File: config.mk
export PLATFORM = sky130hd
export DESIGN_NAME = frame_store
export DESIGN_NICKNAME = d
export VERILOG_FILES = /design/src/rtl/store_pkg.sv /design/src/rtl/store_bank.sv /design/src/rtl/frame_store.sv
export SDC_FILE = /design/constraint.sdc
export NUM_CORES = 1
export LEC_CHECK = 0
export BUFFER_PORTS_ARGS = -buffer_cell sky130_fd_sc_hd__buf_2
export CAP_MARGIN = 20
export CORE_MARGIN = 4
export CORE_UTILIZATION = 62
export CTS_CLUSTER_DIAMETER = 50
export CTS_CLUSTER_SIZE = 30
export DETAILED_ROUTE_END_ITERATION = 7
export HOLD_SLACK_MARGIN = 0.06
export PLACE_DENSITY_LB_ADDON = 0.15
export SLEW_MARGIN = 20
export SYNTH_ARGS = -nofsm -noshare
export SYNTH_HDL_FRONTEND = slang
export SYNTH_SLANG_ARGS = --single-unit
File: constraint.sdc
create_clock -name clock -period 5.3 [get_ports clock]
set_clock_uncertainty 0.15 [all_clocks]
set_input_delay 1.59 -clock clock [delete_from_list [all_inputs] [get_ports clock]]
set_output_delay 1.59 -clock clock [all_outputs]
set_load 0.005 [all_outputs]
File: src/rtl/store_pkg.sv
// Shared definitions for the frame_store block: FSM encoding, bank index
// type, debug view and the mask-completion helper.
package store_pkg;

    // Frame presentation states.
    typedef enum logic [1:0] {
        IDLE  = 2'd0,
        PEND  = 2'd1,
        STALL = 2'd2
    } state_t;

    // Selects one of the two ping-pong banks.
    typedef logic bank_idx_t;

    // Widest frame the completion helper can evaluate.
    localparam int MAX_BUFFER_SIZE = 256;

    // Internal view exported for observation: FSM state, fill bank and bank fullness.
    typedef struct packed {
        state_t    state;
        bank_idx_t fill_sel;
        logic [1:0] full;
    } dbg_t;

    // True when the mask would be all-ones once bit idx is set.
    // Callers pad unused upper bits of the mask with ones.
    function automatic logic mask_full_after_write(
        input logic [MAX_BUFFER_SIZE-1:0] mask,
        input int unsigned                idx
    );
        logic [MAX_BUFFER_SIZE-1:0] m;
        m      = mask;
        m[idx] = 1'b1;
        return &m;
    endfunction

endpackage

File: src/rtl/store_bank.sv
// One frame bank: data register, per-bit valid mask and full flag.
// Exposes the post-edge data so the top can register it straight into
// its output without an extra cycle of lag.
module store_bank
    import store_pkg::*;
#(
    parameter int BUFFER_SIZE = 8,
    parameter int ADRS_WIDTH  = 3
) (
    input  logic                   clock,
    input  logic                   reset,
    input  logic                   wr_en,
    input  logic [ADRS_WIDTH-1:0]  wr_idx,
    input  logic                   wr_bit,
    input  logic                   clear,
    output logic [BUFFER_SIZE-1:0] data_next,
    output logic                   full,
    output logic                   complete
);

    logic [BUFFER_SIZE-1:0]     data;
    logic [BUFFER_SIZE-1:0]     valid;
    logic [BUFFER_SIZE-1:0]     valid_next;
    logic                       full_next;
    logic [MAX_BUFFER_SIZE-1:0] mask_ext;

    // Next-state of the bank: clear wins over a write; a rewrite of a valid bit only updates data.
    always_comb begin
        mask_ext                    = '1;
        mask_ext[BUFFER_SIZE-1:0]   = valid;
        complete                    = wr_en && mask_full_after_write(mask_ext, 32'(wr_idx));
        data_next                   = data;
        valid_next                  = valid;
        full_next                   = full;
        if (clear) begin
            data_next  = '0;
            valid_next = '0;
            full_next  = 1'b0;
        end else if (wr_en) begin
            data_next[wr_idx]  = wr_bit;
            valid_next[wr_idx] = 1'b1;
            if (complete) begin
                full_next = 1'b1;
            end
        end
    end

    // Bank storage with synchronous active-low reset.
    always_ff @(posedge clock) begin
        if (!reset) begin
            data  <= '0;
            valid <= '0;
            full  <= 1'b0;
        end else begin
            data  <= data_next;
            valid <= valid_next;
            full  <= full_next;
        end
    end

endmodule

File: src/rtl/frame_store.sv
// Double-buffered serial-to-parallel frame capture register.
// Bits are written into the fill bank; a completed bank becomes the read
// bank and is presented on buffer under a frame_ready/frame_ack handshake.
// Handshake: a frame transfers at a rising edge where frame_ready=1 and
// frame_ack=1; frame_ack is ignored while frame_ready=0, and buffer is held
// stable from the rise of frame_ready until that edge.
// Optional feature macro: FRAME_STORE_PARITY_EN adds frame_parity.
module frame_store
    import store_pkg::*;
#(
    parameter int BUFFER_SIZE = 8,
    parameter int ADRS_WIDTH  = 3
) (
    input  logic                   clock,
    input  logic                   reset,
    input  logic                   oeenable,
    input  logic [ADRS_WIDTH-1:0]  ramadrs,
    input  logic                   txda,
    input  logic                   frame_ack,
    output logic                   frame_ready,
    output logic [BUFFER_SIZE-1:0] buffer,
    output logic                   overflow,
    output logic                   addr_err,
`ifdef FRAME_STORE_PARITY_EN
    output logic                   frame_parity,
`endif
    output dbg_t                   dbg
);

    localparam logic [ADRS_WIDTH:0] SIZE_L = (ADRS_WIDTH+1)'(BUFFER_SIZE);

    state_t    state;
    state_t    state_next;
    bank_idx_t fill_sel;
    bank_idx_t fill_sel_next;
    bank_idx_t read_sel;

    logic wr_req;
    logic in_range;
    logic fill_wr;
    logic ack;
    logic complete;

    logic [1:0]             bank_wr;
    logic [1:0]             bank_clr;
    logic [1:0]             bank_full;
    logic [1:0]             bank_complete;
    logic [BUFFER_SIZE-1:0] bank_data_next [2];
    logic [BUFFER_SIZE-1:0] buffer_d;
    logic                   ready_d;

    for (genvar b = 0; b < 2; b++) begin : g_bank
        store_bank #(
            .BUFFER_SIZE (BUFFER_SIZE),
            .ADRS_WIDTH  (ADRS_WIDTH)
        ) u_bank (
            .clock     (clock),
            .reset     (reset),
            .wr_en     (bank_wr[b]),
            .wr_idx    (ramadrs),
            .wr_bit    (txda),
            .clear     (bank_clr[b]),
            .data_next (bank_data_next[b]),
            .full      (bank_full[b]),
            .complete  (bank_complete[b])
        );
    end

    // Write steering: in-range writes go to the fill bank unless both banks are full.
    always_comb begin
        read_sel          = ~fill_sel;
        wr_req            = ~oeenable;
        in_range          = ({1'b0, ramadrs} < SIZE_L);
        fill_wr           = wr_req && in_range && (state != STALL);
        ack               = frame_ack && frame_ready;
        bank_wr           = '0;
        bank_wr[fill_sel] = fill_wr;
        complete          = bank_complete[fill_sel];
    end

    // FSM next state, bank swap and read-bank clear.
    always_comb begin
        state_next    = state;
        fill_sel_next = fill_sel;
        bank_clr      = '0;
        case (state)
            IDLE: begin
                if (complete) begin
                    fill_sel_next = ~fill_sel;
                    state_next    = PEND;
                end
            end
            PEND: begin
                if (ack && complete) begin
                    bank_clr[read_sel] = 1'b1;
                    fill_sel_next      = ~fill_sel;
                end else if (ack) begin
                    bank_clr[read_sel] = 1'b1;
                    state_next         = IDLE;
                end else if (complete) begin
                    state_next = STALL;
                end
            end
            STALL: begin
                if (ack) begin
                    bank_clr[read_sel] = 1'b1;
                    fill_sel_next      = ~fill_sel;
                    state_next         = PEND;
                end
            end
            default: begin
                state_next = IDLE;
            end
        endcase
        // Outputs follow the read bank as it will be after this edge.
        buffer_d = bank_data_next[~fill_sel_next];
        ready_d  = (state_next != IDLE);
    end

    // State, bank select, registered outputs and sticky flags.
    always_ff @(posedge clock) begin
        if (!reset) begin
            state        <= IDLE;
            fill_sel     <= 1'b0;
            buffer       <= '0;
            frame_ready  <= 1'b0;
            overflow     <= 1'b0;
            addr_err     <= 1'b0;
`ifdef FRAME_STORE_PARITY_EN
            frame_parity <= 1'b0;
`endif
        end else begin
            state        <= state_next;
            fill_sel     <= fill_sel_next;
            buffer       <= buffer_d;
            frame_ready  <= ready_d;
            overflow     <= overflow | (wr_req && in_range && (state == STALL));
            addr_err     <= addr_err | (wr_req && !in_range);
`ifdef FRAME_STORE_PARITY_EN
            frame_parity <= ^buffer_d;
`endif
        end
    end

    // Observation view of the internal control state.
    always_comb begin
        dbg.state    = state;
        dbg.fill_sel = fill_sel;
        dbg.full     = bank_full;
    end

endmodule
==> results.py, run 1 <==
metrics = {
    "hold_path": {
        "hold_end": "g_bank[0].u_bank.data[0]",
        "min-delay-start": "g_bank[0].u_bank.data[0]",
        "hp-class": "flop to flop",
        "whs_path_depth": 2,
    },
    "synth": {
        "synth_area_leaders": "dfxtp_1 42%, a21oi_1 6.3%, nor2_1 5.6%",
        "synth_cell_types": 50,
        "syn_inst": 254,
        "synthTopCellsByCount": "47 x dfxtp_1, 33 x nor2_1, 28 x a21oi_1",
        "yosysWarnings": 0,
        "yosys_most_used_dff": "dfxtp_1",
        "synth-edff-count": 0,
        "syn_nets": 268,
        "async_flop_share_pct": 0,
        "netlist_area_sq_um": 2220,
        "yosys.area.top_type": "dfxtp_1",
        "synth.avg_cell_area_sq_um": 8.73,
        "ys_seq_elements": 47,
        "synth.top_cell.area_share_pct": 42.4,
        "yosysSeqAreaShare_pct": 42.4,
        "synth.most_common_cell": "dfxtp_1",
    },
    "setup_path": {
        "critical_path_required_ns": 5.42,
        "worstSetupPathType": "input pin to flop",
        "start_kind": "input pin",
        "r2r_start": "state[0]",
        "rr_endpoint": "buffer[7]",
        "cp_max_fo": 21,
        "cp-startpoint": "ramadrs[0]",
        "worst_setup_path_end_kind": "flop",
        "crit_arrival_ns": 3.89,
        "r2r_setup_slack_ns": 2.16,
        "reg2reg_depth": 10,
    },
    "drt": {
        "firstDrtPassIters": 4,
        "via_count": 1802,
        "viasPerCell": 5.68,
        "wl_per_cell_um": 14.8,
        "drtIter0Drc": 165,
        "final_antenna_net_count": 0,
        "totalWireLength_mm": 4.68,
        "drc": 0,
    },
    "floorplanning": {
        "die_y_um": 67.8,
        "core_sq_um": 3390,
        "fp.dieW_um": 67.8,
        "die_area_sq_um": 4600,
        "io_pins": 24,
        "rows": 21,
        "start_util_pct": 65.4,
    },
    "job": {
        "maxCapViolations": 0,
    },
    "timing": {
        "setup_violations": 0,
        "hold_viol": 0,
        "worstMarginPinSlew_ns": 0.541,
        "whs_ns": 0.325,
        "finalCritPeriodShare_pct": 71.0,
        "clock.fmax_mhz": 266,
        "fin_crit_ns": 3.76,
        "tns_ns": 0,
        "slew_viol_final": 0,
        "rsz0062_at_grt": "false",
        "max-slew-margin-rel_pct": 63.8,
    },
    "finish": {
        "nFillCells": 310,
        "final_nets": 284,
        "postLayoutCoreUtil_pct": 70.9,
        "multi_input_area_sq_um": 1130,
        "finalInstanceArea_sq_um": 2400,
        "drive_above_1_share_pct": 17.0,
        "layoutNonFillerInstCount": 317,
        "diodes": 0,
        "regArea_sq_um": 941,
        "area_delta_synth_final_pct": 8.47,
    },
    "grt": {
        "grt_pass1_wl_mm": 7.91,
        "grt_pass1_vias": 1642,
        "grt_usage_pct": 23.1,
        "antenna_found_initial": 0,
        "grt_overflow": 0,
        "grt_start_max_net_pins": 22,
    },
    "clock_tree": {
        "post_cts_resized": 0,
        "clock_tree.root_cell": "clkbuf_4",
        "numCtsBuffers": 5,
        "postCtsSetupRepairBufs": 0,
        "ctsHoldBuffers": 0,
        "cts_tree": "yes",
        "clk_latency_ns": 0.37,
        "cts_num_sinks": 47,
        "clk_path_buf_depth": 2,
        "clk_pin_slew_ns": 0.15,
        "h-tree-depth": 2,
    },
    "placed_design": {
        "hpwl_mm": 3.27,
        "dpl-instance-area_sq_um": 2320,
        "numPortBuffers": 22,
        "placed_cells": 309,
        "place_congestion": 0.827,
    },
    "status": {
        "run_status": "finished, final reports clean",
    },
    "power": {
        "p_per_area_nw_per_um2": 256,
        "ir_worst_vdd_uv": 210,
        "leakage_nw": 0.978,
    },
}
[layout by cell type (no fill, tap or decap), types with 2 or more instances in the layout]
cell type and n:
and3_1 5, nor2_1 33, dfxtp_1 47, clkbuf_4 5
buf_2 22, and2_1 3, and4b_1 3, o21ai_0 3
nand2_1 23, inv_1 14, o22ai_1 2, and4bb_1 2
a21oi_1 28, mux2i_1 7, nor2b_1 3, nor3_2 2
o21ai_1 3, buf_4 4, ha_1 6, a32o_1 8
nand3_1 17, o21ai_2 2
[worst max-delay path: stages]
cell,delay [ns]
buf_2,0.20
and3b_1,0.42
nor2_1,0.09
nor4_2,0.46
and2_1,0.22
o221a_1,0.44
o32ai_4,0.22
a32o_1,0.25
[state kept, by name (all words and copies together), names as in the netlist]
name,count
g_bank.u_bank.data,16
buffer,8
g_bank.u_bank.full,2
overflow,1
g_bank.u_bank.valid,16
frame_ready,1
fill_sel,1
state,2
[per-layer routing]
layer	part of all wire, %	vias to the layer above	track usage (%)
met5	0	-	0
met4	1.5	0	7.44
met2	48	46	37.8
met3	5.0	7	5.49
met1	46	834	30.0
li1	-	915	-
[power breakdown]
| group | leakage [nW] | switching (W) | internal (W) |
|---|---|---|---|
| logic | 0.557 | 0.0000242 | 0.0000111 |
| clock network | 0.0418 | 0.000122 | 0.000101 |
| registers | 0.379 | 0.00000194 | 0.000357 |
| total | 0.978 | 0.000148 | 0.000469 |
[stage by stage]
stage | worst slack (ns) | total power, W
after global routing | 1.34 | 0.000640
after global placement | 1.22 | 0.000401
final | 1.54 | 0.000617
after CTS | 1.55 | 0.000619
after floorplan | 1.70 | 0.000391
after detailed placement | 1.15 | 0.000401
[cell families (layout without fill, tap and decap cells)]
kind of cell | Yosys count | count (layout) | share of synthesized area (%)
and+or+nand+nor | 103 | 103 | 24.9
other | 1 | 1 | 0.169
xor gates and xnor gates | 1 | 1 | 0.395
AOI/OAI and AO/OA | 57 | 57 | 18.5
buffers and inverters | 31 | 48 | 6.60
muxes | 7 | 7 | 3.16
DFF | 47 | 47 | 42.4
adders and majority gates | 7 | 7 | 3.84
[worst max path at each step]
stage                      to  depth (start not counted)  slack [ns]
floorplan           buffer[0]                          8        1.70
global placement    buffer[5]                          8        1.22
detailed placement  buffer[0]                          8        1.15
CTS                 buffer[1]                          8        1.55
global route        buffer[1]                          8        1.34
finish              buffer[1]                          8        1.54
[cell type report]
class / instances / share of cell area, %
Sequential cell: 47 / 39.1
Multi-Input combinational cell: 176 / 47.0
Timing Repair Buffer: 26 / 5.83
Clock buffer: 5 / 1.56
Tap cell: 46 / 2.39
Clock inverter: 3 / 1.93
Inverter: 14 / 2.19
Power figures use the tool's default switching activity.
==> run 2: changes to the inputs <==
--- a/config.mk
+++ b/config.mk
@@ -5,10 +5,11 @@
 export SDC_FILE = /design/constraint.sdc
 export NUM_CORES = 1
 export LEC_CHECK = 0
+export ABC_AREA = 1
 export BUFFER_PORTS_ARGS = -buffer_cell sky130_fd_sc_hd__buf_2
 export CAP_MARGIN = 20
 export CORE_MARGIN = 4
-export CORE_UTILIZATION = 62
+export CORE_UTILIZATION = 58
 export CTS_CLUSTER_DIAMETER = 50
 export CTS_CLUSTER_SIZE = 30
 export DETAILED_ROUTE_END_ITERATION = 7
==> constraint.sdc (replaced) <==
create_clock -name clock -period 3.8 [get_ports clock]
set_clock_uncertainty 0.15 [all_clocks]
set_input_delay 1.14 -clock clock [delete_from_list [all_inputs] [get_ports clock]]
set_output_delay 1.14 -clock clock [all_outputs]
set_load 0.005 [all_outputs]
==> results.py, run 2 <==
metrics = {
    "synth": {
        "syn_inst": 334,
        "syn_nets": 348,
        "synthXorXnorAreaFrac_pct": 0.392,
        "yosysSeqAreaShare_pct": 42.1,
        "synth.most_common_cell": "nor2_1",
        "muxShareOfSynthArea_pct": 0,
        "synth_top_family_by_area": "simple AND/OR/NAND/NOR gates",
        "yosysWarnings": 0,
        "async_flop_share_pct": 0,
        "synth.top_cell.area_share_pct": 42.1,
        "synthSimpleGateAreaFrac_pct": 34.7,
        "synth_cell_types": 26,
        "netlist_area_sq_um": 2230,
        "synthTopCellsByCount": "84 x nor2_1, 79 x nand2_1, 47 x dfxtp_1",
        "synth_area_leaders": "dfxtp_1 42%, nor2_1 14%, nand2_1 13%",
        "yosys_most_used_dff": "dfxtp_1",
        "synth_compound_area_share_pct": 9.13,
        "yosys.area.top_type": "dfxtp_1",
        "synthAdderAreaFrac_pct": 3.36,
        "synth.avg_cell_area_sq_um": 6.69,
        "ys_seq_elements": 47,
        "synth-edff-count": 0,
    },
    "status": {
        "run_status": "finished, final reports clean",
    },
    "power": {
        "p_seq_share_pct": 59.6,
        "pwr-share-comb_pct": 6.0,
        "p_int_w": 0.000636,
        "p_switching_w": 0.000200,
        "ir_worst_vdd_uv": 230,
        "p_clk_share_pct": 34.4,
        "swShare_pct": 24.0,
        "leakage_nw": 1.24,
        "p_per_area_nw_per_um2": 344,
    },
    "floorplanning": {
        "die_area_sq_um": 4910,
        "io_pins": 24,
        "fp.dieW_um": 70.1,
        "start_util_pct": 60.5,
        "die_y_um": 70.1,
        "core_sq_um": 3690,
        "rows": 22,
    },
    "drt": {
        "viasPerCell": 5.07,
        "via_count": 2037,
        "totalWireLength_mm": 5.05,
        "final_antenna_net_count": 0,
        "drc": 0,
        "drtIter0Drc": 232,
        "firstDrtPassIters": 4,
        "wl_per_cell_um": 12.6,
    },
    "setup_path": {
        "start_kind": "input pin",
        "cp_max_fo": 17,
        "critical_path.max_stage_delay_ns": 0.30,
        "path_cells": "buf_2 -> inv_1 -> nand3_2 -> inv_2 -> nand2_1 -> nor2_1 -> nand3_1 -> nand2_1 -> inv_1 -> a21oi_2 -> nand2_2 -> nand2_4 -> nand2_1 -> nand2_1 -> nor2_1",
        "path_buf_inv": 4,
        "crit_top_cell": "nand2_1",
        "worst_setup_path_end_kind": "flop",
        "critical_path_required_ns": 3.85,
        "worstSetupPathType": "input pin to flop",
        "crit_family": "simple AND/OR/NAND/NOR gates",
        "crit_arrival_ns": 2.94,
        "r2r_setup_slack_ns": 1.03,
        "crit_path_top_delay_cell": "nand3_2",
    },
    "clock_tree": {
        "post_cts_resized": 0,
        "clk_pin_slew_ns": 0.08,
        "clk_path_buf_depth": 2,
        "numCtsBuffers": 5,
        "postCtsSetupRepairBufs": 0,
        "ctsHoldBuffers": 0,
        "cts_num_sinks": 47,
        "h-tree-depth": 2,
        "cts_tree": "yes",
        "clk_latency_ns": 0.30,
        "clock_tree.root_cell": "clkbuf_8",
    },
    "placed_design": {
        "hpwl_mm": 3.69,
        "dpl-instance-area_sq_um": 2350,
        "place_congestion": 0.906,
        "numPortBuffers": 22,
    },
    "timing": {
        "finalCritPeriodShare_pct": 76.1,
        "max-slew-margin-rel_pct": 62.7,
        "worstMarginPinSlew_ns": 0.558,
        "hold_viol": 0,
        "tns_ns": 0,
        "fin_crit_ns": 2.89,
        "slew_viol_final": 0,
        "setup_violations": 0,
        "rsz0062_at_grt": "false",
        "clock.fmax_mhz": 346,
    },
    "finish": {
        "area_delta_synth_final_pct": 8.74,
        "postLayoutCoreUtil_pct": 65.8,
        "drive_above_1_share_pct": 11.3,
        "layout_common_cells": "84 x nor2_1, 79 x nand2_1, 47 x dfxtp_1",
        "reg_top3": "g_bank.u_bank.data: 16 flops, g_bank.u_bank.valid: 16 flops, buffer: 8 flops",
        "layout_commonest_cell": "nor2_1",
        "diodes": 0,
        "final_nets": 368,
        "finalInstanceArea_sq_um": 2430,
    },
    "grt": {
        "grt_overflow": 0,
        "antenna_found_initial": 0,
        "grt_pass1_vias": 1847,
        "grt_usage_pct": 21.6,
        "grt_pass1_wl_mm": 8.58,
        "grt_start_max_net_pins": 18,
    },
    "job": {
        "maxCapViolations": 0,
    },
    "hold_path": {
        "hp-class": "flop to flop",
    },
}
run 2: path summary, 6_finish.rpt:
path	depth (start not counted)	startpoint	to
worst max register to register	16	state[0]	buffer[0]
worst min-delay path	2	g_bank[1].u_bank.full	g_bank[1].u_bank.full
worst min register to register	2	g_bank[1].u_bank.full	g_bank[1].u_bank.full
worst max-delay path	15	oeenable	buffer[0]
run 2: per-stage QoR:
stage	hold slack, ns	std cells	setup slack (ns)	total power (W)
2_1_floorplan	0.280	334	1.19	0.000543
3_3_place_gp	0.287	395	0.650	0.000558
3_5_place_dp	0.293	395	0.628	0.000559
4_1_cts	0.306	402	0.940	0.000839
5_1_grt	0.337	402	0.699	0.000866
6_report	0.301	402	0.910	0.000836
run 2: metal layers:
metal | wire length, um | up-vias | track usage, %
met1 | 2230 | 898 | 27.9
met4 | 108 | 0 | 8.09
met3 | 357 | 10 | 5.32
met5 | 0 | - | 0
met2 | 2350 | 68 | 34.8
li1 | - | 1061 | -
run 2: power by group through the flow:
stage	combinational, W	clock, W	sequential, W
floorplan	0.0000336	0	0.000510
global placement	0.0000484	0	0.000510
detailed placement	0.0000491	0	0.000510
CTS	0.0000493	0.000291	0.000498
global route	0.0000558	0.000311	0.000499
finish	0.0000500	0.000288	0.000498
run 2: cell type report:
| cell class | count | area (sq um) |
|---|---|---|
| repair buffers | 22 | 110 |
| clock inverters | 2 | 13.8 |
| well taps | 48 | 60.1 |
| flip-flops and latches | 47 | 941 |
| fillers | 345 | 1260 |
| clock buffers | 5 | 68.8 |
| multi-input cells | 233 | 1070 |
| inverters | 45 | 169 |
run 2: logic make-up after synthesis:
| kind of cell | Yosys count |
|---|---|
| AND/OR/NAND/NOR | 190 |
| buffers and inverters | 54 |
| flip-flops | 47 |
| AO/OA/AOI/OAI | 35 |
| adder cells (fa/ha/maj) | 6 |
| XOR/XNOR | 1 |
| other | 1 |
run 2: worst reg2reg max path: stages, from the launching register on:
cell,delay (ns)
dfxtp_1,0.44
inv_1,0.10
ha_1,0.30
inv_2,0.09
nand3_2,0.28
inv_2,0.27
nand2_1,0.11
nor2_1,0.11
nand3_1,0.13
nand2_1,0.09
inv_1,0.05
a21oi_2,0.13
nand2_2,0.08
nand2_4,0.16
nand2_1,0.07
nand2_1,0.06
nor2_1,0.05
